<file path="src/rtl/trace_sequencer.sv">
// trace_sequencer: walks a preloaded trace memory of {cmd[3:0], addr} entries
// and hands one command per valid/ready handshake to the cache model.
// Optional feature macro: TRACE_FILTER_EN. When it is defined, invalid command
// codes are skipped and counted. When it is undefined, every code except the
// end marker 4'hF is issued downstream, and bad_cmd_count reads as zero.
`timescale 1ns/1ps

`ifndef AddressBits
`define AddressBits 32
`endif

module trace_sequencer #(
  parameter int DEPTH_BITS  = 16,
  parameter int AddressBits = `AddressBits
) (
  input  logic                    clk,
  input  logic                    reset,
  input  logic                    start,
  input  logic                    mode_in,
  output logic                    mem_rd,
  output logic [DEPTH_BITS-1:0]   mem_addr,
  input  logic [AddressBits+3:0]  mem_rdata,
  output logic [3:0]              command,
  output logic [AddressBits-1:0]  address,
  output logic                    mode,
  output logic                    cmd_valid,
  input  logic                    cmd_ready,
  output logic                    busy,
  output logic                    done,
  output logic [15:0]             bad_cmd_count
);

`ifdef TRACE_FILTER_EN
  localparam bit FilterEn = 1'b1;
`else
  localparam bit FilterEn = 1'b0;
`endif

  localparam logic [3:0] CmdEnd  = 4'hF;
  localparam logic [3:0] CmdIdle = 4'hF;

  typedef enum logic [2:0] {
    S_IDLE,
    S_FETCH,
    S_WAIT,
    S_ISSUE,
    S_FIN
  } state_e;

  state_e                   state_q;
  logic [DEPTH_BITS-1:0]    ptr_q;
  logic                     mem_rd_q;
  logic [DEPTH_BITS-1:0]    mem_addr_q;
  logic [3:0]               command_q;
  logic [AddressBits-1:0]   address_q;
  logic                     mode_q;
  logic                     cmd_valid_q;
  logic                     busy_q;
  logic                     done_q;
  logic [15:0]              bad_cnt_q;

  logic [3:0]               rd_cmd;
  logic [AddressBits-1:0]   rd_addr;
  logic                     ptr_last;
  logic [DEPTH_BITS-1:0]    ptr_d;
  logic [15:0]              bad_cnt_d;
  logic                     skip_cmd;

  // Codes the cache model understands; everything else is a trace defect.
  function automatic logic code_is_valid(input logic [3:0] code);
    case (code)
      4'h0, 4'h1, 4'h2, 4'h3, 4'h4, 4'h8, 4'h9: return 1'b1;
      default:                                  return 1'b0;
    endcase
  endfunction

  assign rd_cmd    = mem_rdata[AddressBits+3:AddressBits];
  assign rd_addr   = mem_rdata[AddressBits-1:0];
  // The all-ones index is the terminal entry; the pointer never wraps.
  assign ptr_last  = &ptr_q;
  assign ptr_d     = ptr_q + 1'b1;
  assign bad_cnt_d = (&bad_cnt_q) ? bad_cnt_q : bad_cnt_q + 16'd1;
  assign skip_cmd  = FilterEn & ~code_is_valid(rd_cmd);

  // Sequencer FSM: every output is a register updated here.
  // NOTE: sequential state uses <= so all registers update together from
  // pre-edge values; a blocking = here would make later lines see new values.
  always_ff @(posedge clk or posedge reset) begin
    if (reset) begin
      state_q     <= S_IDLE;
      ptr_q       <= '0;
      mem_rd_q    <= 1'b0;
      mem_addr_q  <= '0;
      command_q   <= CmdIdle;
      address_q   <= '0;
      mode_q      <= 1'b0;
      cmd_valid_q <= 1'b0;
      busy_q      <= 1'b0;
      done_q      <= 1'b0;
      bad_cnt_q   <= '0;
    end else begin
      // The read strobe is a single-cycle pulse unless a branch below re-arms it.
      mem_rd_q <= 1'b0;
      case (state_q)
        S_IDLE, S_FIN: begin
          if (start) begin
            state_q    <= S_FETCH;
            ptr_q      <= '0;
            bad_cnt_q  <= '0;
            done_q     <= 1'b0;
            mode_q     <= mode_in;
            busy_q     <= 1'b1;
            mem_rd_q   <= 1'b1;
            mem_addr_q <= '0;
          end
        end

        S_FETCH: begin
          state_q <= S_WAIT;
        end

        S_WAIT: begin
          if (rd_cmd == CmdEnd) begin
            state_q <= S_FIN;
            busy_q  <= 1'b0;
            done_q  <= 1'b1;
          end else if (skip_cmd) begin
            bad_cnt_q <= bad_cnt_d;
            if (ptr_last) begin
              state_q <= S_FIN;
              busy_q  <= 1'b0;
              done_q  <= 1'b1;
            end else begin
              state_q    <= S_FETCH;
              ptr_q      <= ptr_d;
              mem_rd_q   <= 1'b1;
              mem_addr_q <= ptr_d;
            end
          end else begin
            state_q     <= S_ISSUE;
            command_q   <= rd_cmd;
            address_q   <= rd_addr;
            cmd_valid_q <= 1'b1;
          end
        end

        S_ISSUE: begin
          if (cmd_ready) begin
            cmd_valid_q <= 1'b0;
            command_q   <= CmdIdle;
            if (ptr_last) begin
              state_q <= S_FIN;
              busy_q  <= 1'b0;
              done_q  <= 1'b1;
            end else begin
              state_q    <= S_FETCH;
              ptr_q      <= ptr_d;
              mem_rd_q   <= 1'b1;
              mem_addr_q <= ptr_d;
            end
          end
        end

        default: begin
          state_q <= S_IDLE;
        end
      endcase
    end
  end

  assign mem_rd        = mem_rd_q;
  assign mem_addr      = mem_addr_q;
  assign command       = command_q;
  assign address       = address_q;
  assign mode          = mode_q;
  assign cmd_valid     = cmd_valid_q;
  assign busy          = busy_q;
  assign done          = done_q;
  assign bad_cmd_count = FilterEn ? bad_cnt_q : 16'h0000;

endmodule

</file>
<file path="config.mk">
export PLATFORM = sky130hd
export DESIGN_NAME = trace_sequencer
export DESIGN_NICKNAME = d
export VERILOG_FILES = /design/src/rtl/trace_sequencer.sv
export SDC_FILE = /design/constraint.sdc
export NUM_CORES = 1
export LEC_CHECK = 0
export CORE_MARGIN = 3
export CORE_UTILIZATION = 47
export DETAILED_ROUTE_END_ITERATION = 6
export PLACE_DENSITY_LB_ADDON = 0.1
export SYNTH_ARGS = -nofsm -noshare
export SYNTH_HDL_FRONTEND = slang
export SYNTH_SLANG_ARGS = --single-unit
</file>
<file path="constraint.sdc">
create_clock -name clk -period 4.36 [get_ports clk]
set_clock_uncertainty 0.15 [all_clocks]
set_input_delay 1.09 -clock clk [delete_from_list [all_inputs] [get_ports clk]]
set_output_delay 1.09 -clock clk [all_outputs]
set_load 0.01 [all_outputs]
</file>
==> metrics.txt <==
core area 5740 um2; # H-tree levels 3; Syn Area/Cell between 10 and 15 um2; # resized after CTS 0; max_cap viols 0; Hold WC Path Type flip-flop to flip-flop; Post-synth ARST share 100%; worst slack, placed 1090 ps; Critical Path End Type flip-flop; Num CTS Buffers 9; Worst IR Drop VDD just over 0.5 mV; outcome finished clean; relative slew slack between 50 and 60%; max-slew violations 0; DR vias 2359; final wirelength 7.27 mm; number of DRC markers in iteration 0 approximately 100; leak pwr 1.69 nW; Synth Register Bits 60; GRT Overall Usage around a fifth; mapped cell area just under 3000 um2; min cycle time layout roughly 2900 ps; Hold Path Depth 1; global-route wire length before repair between 10 and 15 mm; cell count after synthesis between 200 and 250; final count of hold timing violations 0; Root Buffer clkbuf_8; register area share after synthesis around 52%; DPL Wire Length around 5.2 mm; final setup violation count 0; Pre-antenna DRT Iters 4; CTS tree built; antenna cells 0; ANT nets after route 0; Die Y ~85 um; Worst Tran Pin Value between 600 and 700 ps; crit share post-route between 60% and 70%; Power Total 2.72 mW; synth-to-layout area growth 41.4%; total grt overflow 0; gp weighted congestion between 0.8 and 0.9; PD cells around 660 nW/um2; Post-synth EDFFs 0; pin count of the biggest net entering global routing 33; Critical Path AT ~3000 ps; Startpoint Class primary input; Clk Latency, worst-skew pair between 300 and 400 ps; initial core utilization approximately half; final net count a little under 400; main flop type after synthesis dfrtp_1; DR WL/cell about 17 um; Ys Warns 0; Die Wd ~85 um; final worst setup slack around 1400 ps; initial antenna violation count 0; clock-pin slew of the registers on the worst-case setup and hold paths 70 ps; critical path fanouts, max 32; detail-routed via count per cell roughly 5.6; RSZ-0062 raised after global routing no; WS Path Type primary input to flip-flop; Achievable Freq about 340 MHz; hold buffers post-CTS 0; Clock Tree Buf Depth 2; Buffers on Ports 97; layout cells sized above 1 roughly 8.5%; Setup Fix Bufs, Post-CTS 0; Distinct cells, synth 52; CTS sink cnt 60; Die ar. 7150 um2; Setup TNS Final 0 ps; DRC Markers 0; CP Data Required Time around 4400 ps; vias in the first global route between 2000 and 2500; # rows 27; Reg2Reg Depth 6; I/O Pins about 110
state kept, by name, indices dropped and copies added (netlist names):
register   count
command        4
cmd_valid      1
busy           1
mode           1
mem_rd         1
address       32
state_q        3
mem_addr      16
done           1
layout make-up:
| class | count | area, um2 |
|---|---|---|
| repair buffers | 101 | 1000 |
| multi-input cells | 167 | 1240 |
| clock buffers | 11 | 131 |
| well taps | 72 | 90.1 |
| flip-flops and latches | 60 | 1510 |
| clock inverters | 5 | 100 |
| fillers | 440 | 1640 |
| inverters | 7 | 28.8 |
kinds of logic after synthesis:
logic type	Yosys count	synth area share, %
and+or+nand+nor	60	12.6
other	1	0.129
DFF	60	51.9
buffers and inverters	35	7.12
adders and majority gates	1	0.431
AOI/OAI and AO/OA	53	13.5
muxes	37	14.3
Yosys cell counts (2+ instances only):
master	n	area (um2)
nand4_1	8	50.1
o311ai_0	2	17.5
buf_2	7	35.0
nor3_1	4	20.0
o21ai_0	4	20.0
a221o_1	2	20.0
a2bb2oi_1	2	17.5
mux2_1	33	372
a41oi_1	4	35.0
and3_1	2	12.5
nand3_1	6	30.0
o22a_1	8	70.1
a211oi_1	2	15.0
nand2_1	10	37.5
nand2b_1	2	12.5
buf_4	17	128
a21oi_1	8	40.0
o21ai_1	4	20.0
or4_1	7	52.6
a21o_1	2	15.0
nor4_1	3	18.8
inv_1	5	18.8
clkbuf_1	4	15.0
dfrtp_1	56	1400
a31oi_1	5	31.3
mux2_2	2	22.5
nor2_1	6	22.5
mux2i_1	2	20.0
dfstp_2	4	105
and2_1	3	18.8
nand3b_1	2	15.0
cells in the final DEF, fill, tap and decap left out, types with 4 or more instances in the layout:
| cell | instances |
|---|---|
| a41oi_1 | 4 |
| o21ai_0 | 4 |
| conb_1 | 16 |
| buf_4 | 4 |
| clkdlybuf4s50_1 | 97 |
| o22a_1 | 8 |
| dfstp_2 | 4 |
| nand2_1 | 10 |
| nand4_1 | 8 |
| nor3_1 | 4 |
| or4_1 | 7 |
| inv_1 | 4 |
| nand3_1 | 6 |
| dfrtp_1 | 56 |
| a31oi_1 | 5 |
| a21oi_1 | 8 |
| clkbuf_8 | 9 |
| o21ai_1 | 4 |
| mux2_1 | 33 |
| nor2_1 | 6 |
worst paths after layout:
kind                                     from  slack, ps           to
max in group asynchronous               reset       2400   command[2]
worst max register to register    mem_addr[0]       1810  mem_addr[8]
worst min-delay path              address[16]        340  address[16]
worst max-delay path            mem_rdata[35]       1420  address[15]
worst min register to register    address[16]        340  address[16]
min in group asynchronous               reset        910  address[11]
per-layer routing:
metal	up-vias	share of wire, %	GRT usage [%]
li1	1098	-	-
met1	1154	46	29.4
met2	98	46	31.6
met3	9	7.3	5.30
met4	0	1.1	7.91
met5	-	0	0
critical path: stages:
cell             delay, ps
clkdlybuf4s50_1        490
nand4_1                310
nor2b_1                270
nand2_1                 90
buf_4                  360
mux2_1                 380
report_power, final:
group / internal (mW) / total [mW] / switching [mW]
Clock: 0.378 / 0.592 / 0.213
Combinational: 0.636 / 1.15 / 0.509
Sequential: 0.796 / 0.980 / 0.184
Total: 1.81 / 2.72 / 0.906
per-stage QoR:
| stage | util (%) | hold WS (ps) | std cells | area (um2) |
|---|---|---|---|---|
| finish | 71.4 | 344 | 423 | 4100 |
| global route | 71.4 | 364 | 423 | 4100 |
| CTS | 71.4 | 348 | 423 | 4100 |
| detailed placement | 67.4 | 323 | 407 | 3870 |
| global placement | 67.4 | 323 | 407 | 3870 |
| floorplan | - | 340 | 262 | 2960 |
Power figures use the tool's default switching activity.
==> patch 1, RTL diff (same settings) <==
Set the parameter `DEPTH_BITS` to 32 (it was 16).
--- a/src/rtl/trace_sequencer.sv
+++ b/src/rtl/trace_sequencer.sv
@@ -10,7 +10,7 @@
 `endif
 
 module trace_sequencer #(
-  parameter int DEPTH_BITS  = 16,
+  parameter int DEPTH_BITS  = 32,
   parameter int AddressBits = `AddressBits
 ) (
   input  logic                    clk,
Interface: changed (resized mem_addr); port bits go from 114 to 130. No check against the original RTL was run, so the function may have changed too.
==> patch 1 against the original RTL <==
Sequential cell count rose by 16; highest routed layer unchanged; area after synthesis rose by 35%; first-iteration DRC count rose by 120%; worst hold slack got worse by 0.0033 ns; global-route usage rose by 0.62 points; total power rose by 11%; synthesized cell count rose by 47%; combinational power rose by 12%; critical path type is now flip-flop to flip-flop; routed wire length rose by 37%; final area rose by 28%; worst setup slack got worse by 0.40 ns.
==> patch 1: results (changes against the original RTL) <==
| Metric | Value |
|---|---|
| Clk_lat worst skew | `0.35 ns (was 0.33 ns)` |
| Status | `completed (unchanged)` |
| Placed insts | `562 (was 407)` |
| Starting DRT DRC Count | `220 (was 99)` |
| Cell Area, Placed | `0.005031 sq mm (was 0.003870 sq mm)` |
| Netlist cell types | `58 (was 52)` |
| Total track usage | `0.2162 (was 0.2100)` |
| Cell class contributing the biggest share of worst-path delay | `simple AND/OR/NAND/NOR gates (was buffers and inverters)` |
| Synthesized instance count | `364 (was 247)` |
| Critical path's largest stage delay | `0.85 ns (was 0.49 ns)` |
| Pin count of the biggest net entering global routing | `34 (was 33)` |
| Share of cells above drive strength 1 | `0.1471 (was 0.08547)` |
| WL per Instance | `17.17 um (about the same)` |
| CTS root buf | `clkbuf_8 (unchanged)` |
| First-pass GRT wire length | `16.91 mm (was 11.85 mm)` |
| Inserted Clock Buffers | `9 (unchanged)` |
| Max Root-Sink Buffers | `2 (unchanged)` |
| Max-cap violations | `0 (unchanged)` |
| GP Congestion | `0.7970 (was 0.8799)` |
| Dpl ws | `0.8533 ns (was 1.093 ns)` |
| Worst path slowest cell | `a21boi_2 (was clkdlybuf4s50_1)` |
| Initial antenna violation count | `0 (unchanged)` |
| Hold crit path type | `flip-flop to flip-flop (unchanged)` |
| Peak supply drop | `0.3128 mV (was 0.5033 mV)` |
| Non-filler cells, final | `578 (was 423)` |
| Htree depth | `3 (unchanged)` |
| Number of port buffers | `113 (was 97)` |
| Dominant cells by area after synthesis | `dfrtp_1 (46%), mux2_2 (9.5%), buf_4 (3.6%), dfstp_2 (2.7%), nand3_1 (2.6%) (was dfrtp_1 (48%), mux2_1 (13%), buf_4 (4.4%), dfstp_2 (3.6%), o22a_1 (2.4%))` |
| Number of nets in the layout | `513 (was 388)` |
| Fillers | `651 (was 440)` |
| Clk slew on worst S/H paths | `~0.08 ns` |
| Worst-Margin Slew | `0.8116 ns (was 0.6356 ns)` |
| DP Wirelength | `7.075 mm (was 5.242 mm)` |
| Top post-synthesis cells by count | `dfrtp_1 (72), mux2_2 (33), nand2_1 (21), nand3_1 (20), buf_4 (19) (was dfrtp_1 (56), mux2_1 (33), buf_4 (17), nand2_1 (10))` |
| Cts repair resizes | `0 (unchanged)` |
| Setup TNS | `0 ns (unchanged)` |
| Async SR Flop Fraction | `1.000 (unchanged)` |
| Postcts setup bufs | `0 (unchanged)` |
| Via density | `5.671 (was 5.577)` |
| Post-route DRC | `0 (unchanged)` |
| Syn. warnings | `0 (unchanged)` |
| Leak Pwr | `0.002149 uW (was 0.001690 uW)` |
| Number of antenna diodes | `0 (unchanged)` |
| Vias in the first global route | `3197 (was 2284)` |
| Worst-path maximum fanout | `16 (was 32)` |
| Post-synthesis sequential area ratio | `0.4871 (was 0.5194)` |
| First-pass DRT Iterations | `5 (was 4)` |
| Buf/Inv on CP | `1 (was 2)` |
==> patch 1: changes by cell type after synthesis, moves of 7 or more <==
cell / change
dfrtp_1: +16
nor3_1: +7
and3_1: +7
nand3_1: +14
a221o_1: +7
and4_1: +8
nand2_1: +11
o22a_1: -8
mux2_1: -33
mux2_2: +31
==> patch 1: area by class of cell <==
class | instances | area share
Clock buffer | 11 | 0.02889
Inverter | 13 | 0.009310
Tap cell | 102 | 0.02435
Timing Repair Buffer | 117 | 0.2215
Multi-Input combinational cell | 254 | 0.3409
Clock inverter | 5 | 0.01122
Sequential cell | 76 | 0.3638
==> patch 1: path summary, 6_finish.rpt <==
kind,start,end,slack [ns],cells after the start
max,mem_addr[19],mem_addr[15],1.02,6
min,state_q[2],state_q[1],0.34,1
max reg2reg,mem_addr[19],mem_addr[15],1.02,6
min reg2reg,state_q[2],state_q[1],0.34,1
max in group asynchronous,reset,mem_addr[15],2.34,3
min in group asynchronous,reset,address[25],0.97,2
==> patch 1: kinds of logic (layout without fill, tap and decap cells) <==
| group | Yosys count | after routing | synth area share |
|---|---|---|---|
| DFF | 76 | 76 | 0.4871 |
| AOI/OAI and AO/OA | 61 | 61 | 0.1141 |
| buffers and inverters | 49 | 146 | 0.07095 |
| other | 1 | 16 | 0.0009579 |
| muxes | 41 | 41 | 0.1154 |
| adders and majority gates | 1 | 1 | 0.003195 |
| and+or+nand+nor | 129 | 129 | 0.1950 |
| xor gates and xnor gates | 6 | 6 | 0.01343 |
==> patch 1: per-layer routing <==
layer	routed length, um	track usage	share of wire
met1	4564	0.3191	0.46
met2	4690	0.3264	0.47
met3	537	0.04092	0.054
met4	131	0.06070	0.013
met5	0	0	0
==> patch 1: through the flow <==
step                hold WS [ns]    util  power, uW
floorplan                 0.2808       -       1826
global placement          0.3087  0.6378       2424
detailed placement        0.3268  0.6378       2466
CTS                       0.3422  0.6645       3031
global route              0.3682  0.6645       3180
finish                    0.3408  0.6645       3005
==> patch 1: where the power goes <==
group	internal, uW	total [uW]	switching, uW	leakage [uW]
Sequential	964	1150	182	0.000954
Clock	297	566	269	0.000102
Combinational	720	1290	573	0.00109
Total	1980	3000	1020	0.00215
==> patch 1: worst register-to-register path, stage by stage (launching register included) <==
cell	delay (ns)
dfrtp_1	0.56
nand4_2	0.20
nor4_2	0.39
nand4_1	0.57
a21boi_2	0.85
inv_2	0.27
o221ai_1	0.26
==> patch 2, RTL diff (same flow settings) <==
Made on the original files. The 5 states of `state_e` get a one-hot encoding in 5 bits.
--- a/src/rtl/trace_sequencer.sv
+++ b/src/rtl/trace_sequencer.sv
@@ -39,12 +39,12 @@
   localparam logic [3:0] CmdEnd  = 4'hF;
   localparam logic [3:0] CmdIdle = 4'hF;
 
-  typedef enum logic [2:0] {
-    S_IDLE,
-    S_FETCH,
-    S_WAIT,
-    S_ISSUE,
-    S_FIN
+  typedef enum logic [4:0] {
+    S_IDLE  = 5'b00001,
+    S_FETCH = 5'b00010,
+    S_WAIT  = 5'b00100,
+    S_ISSUE = 5'b01000,
+    S_FIN   = 5'b10000
   } state_e;
 
   state_e                   state_q;
Check against the original RTL: same outputs for any inputs over 10 cycles, from zero or initial values and one cycle with reset high; not proved beyond that.
==> patch 2 against the original RTL <==
Worst setup slack gained 0.28 ns; cell count is 0.24% lower; sequential cell count up 2; non-clock buffer count fell by 1; critical path type unchanged; total power is 17% lower; area after synthesis is 1.3% lower; routed wire length fell by 8.1%; final area decreased by 1.9%.
==> patch 2: results (changes against the original RTL) <==
| Metric | Value |
|---|---|
| Max Root-Sink Buffers | `2 (unchanged)` |
| Starting DRT DRC Count | `160 (was 99)` |
| Placed insts | `406 (was 407)` |
| Leak Pwr | `0.001722 uW (was 0.001690 uW)` |
| First-pass DRT Iterations | `4 (unchanged)` |
| Non-filler cells, final | `422 (was 423)` |
| Post-synthesis sequential area ratio | `0.5439 (was 0.5194)` |
| Synth top area share | `0.4980 (was 0.4832)` |
| Worst R2R Start | `state_q[2] (was mem_addr[0])` |
| Worst-Margin Slew | `0.7806 ns (was 0.6356 ns)` |
| Inserted Clock Buffers | `9 (unchanged)` |
| Number of port buffers | `97 (unchanged)` |
| WL per Instance | `15.82 um (was 17.17 um)` |
| Hold crit path type | `flip-flop to flip-flop (unchanged)` |
| Htree depth | `3 (unchanged)` |
| Top post-synthesis cells by count | `dfrtp_1 (57), mux2_2 (33), buf_4 (16), nor2_1 (13) (was dfrtp_1 (56), mux2_1 (33), buf_4 (17), nand2_1 (10))` |
| Pin count of the biggest net entering global routing | `38 (was 33)` |
| Vias in the first global route | `2316 (was 2284)` |
| Cell depth of the worst flop-to-flop path | `5 (was 6)` |
| Initial antenna violation count | `0 (unchanged)` |
| First-pass GRT wire length | `11.05 mm (was 11.85 mm)` |
| Cell class contributing the biggest share of worst-path delay | `simple AND/OR/NAND/NOR gates (was buffers and inverters)` |
| DP Wirelength | `4.955 mm (was 5.242 mm)` |
| Max-cap violations | `0 (unchanged)` |
| Cts-stage hold buffer count | `0 (unchanged)` |
| Fillers | `432 (was 440)` |
| Hold endpoint | `done (was address[16])` |
| Worst hold start | `done (was address[16])` |
| GP Congestion | `0.8546 (was 0.8799)` |
| Status | `completed (unchanged)` |
| Number of nets in the layout | `387 (was 388)` |
| Cts repair resizes | `0 (unchanged)` |
| Via density | `5.427 (was 5.577)` |
| R2R setup slack | `1.88 ns (was 1.81 ns)` |
| Netlist cell types | `44 (was 52)` |
| Total track usage | `0.1978 (was 0.2100)` |
| Crit path DAT | `2.77 ns (was 3.00 ns)` |
| Critical path's largest stage delay | `0.63 ns (was 0.49 ns)` |
| Number of antenna diodes | `0 (unchanged)` |
| R2r endpoint | `mem_addr[15] (was mem_addr[8])` |
| Dominant cells by area after synthesis | `dfrtp_1 (50%), mux2_2 (13%), dfstp_2 (4.6%), buf_4 (4.2%), o211ai_1 (1.8%) (was dfrtp_1 (48%), mux2_1 (13%), buf_4 (4.4%), dfstp_2 (3.6%), o22a_1 (2.4%))` |
| Net switching power figure | `689.8 uW (was 906.3 uW)` |
| Hold_ws | `0.3369 ns (was 0.3441 ns)` |
| Syn. warnings | `0 (unchanged)` |
| Share of cells above drive strength 1 | `0.1686 (was 0.08547)` |
| Postcts setup bufs | `0 (unchanged)` |
| Clk_lat worst skew | `0.34 ns` |
| CTS root buf | `clkbuf_8 (unchanged)` |
| Async SR Flop Fraction | `1.000 (unchanged)` |
| Worst-path maximum fanout | `6 (was 32)` |
| Syn Area/Cell | `11.79 sq um (was 11.74 sq um)` |
| Largest register FFs | `32 (unchanged)` |
| Peak supply drop | `0.3318 mV (was 0.5033 mV)` |
patch 2: power by group through the flow:
stage | sequential (uW) | combinational [uW] | clock (uW)
6_report | 898 | 912 | 459
5_1_grt | 925 | 982 | 495
3_3_place_gp | 896 | 908 | 0
2_1_floorplan | 977 | 385 | 0
4_1_cts | 898 | 927 | 473
3_5_place_dp | 905 | 924 | 0
patch 2: through the flow:
stage	setup slack, ns	cell area, sq um
final	1.695	4025
after global routing	1.581	4025
after CTS	1.678	4025
after detailed placement	1.375	3845
after global placement	1.407	3845
after floorplan	1.587	2920
patch 2: cell type report:
| type | count | share of cell area |
|---|---|---|
| Timing Repair Buffer | 100 | 0.2468 |
| Clock buffer | 16 | 0.04476 |
| Tap cell | 72 | 0.02238 |
| Inverter | 6 | 0.006217 |
| Sequential cell | 62 | 0.3870 |
| Multi-Input combinational cell | 166 | 0.2928 |
patch 2: routing by layer:
metal,track usage,part of all wire,wire (um),up-vias
met5,0,0,0,-
li1,-,-,-,1081
met2,0.3164,0.49,3252,97
met1,0.2417,0.41,2713,1098
met4,0.1038,0.022,149,0
met3,0.05627,0.084,562,14
patch 2: how the worst max path moves through the flow:
stage,from,to,slack [ns],depth (start not counted)
after floorplan,reset,address[0],1.59,1
after global placement,cmd_ready,mem_addr[14],1.41,4
after detailed placement,cmd_ready,mem_addr[14],1.38,4
after CTS,command[3],command[3],1.68,1
after global routing,cmd_ready,mem_addr[14],1.58,4
final,cmd_ready,mem_addr[14],1.69,4
patch 2: logic make-up after synthesis:
group           synth area share
buf+inv                  0.06422
mux                       0.1332
fa+ha+maj               0.004368
xor+xnor                0.006117
simple gates              0.1136
compound gates            0.1333
flops                     0.5439
other cells             0.001309
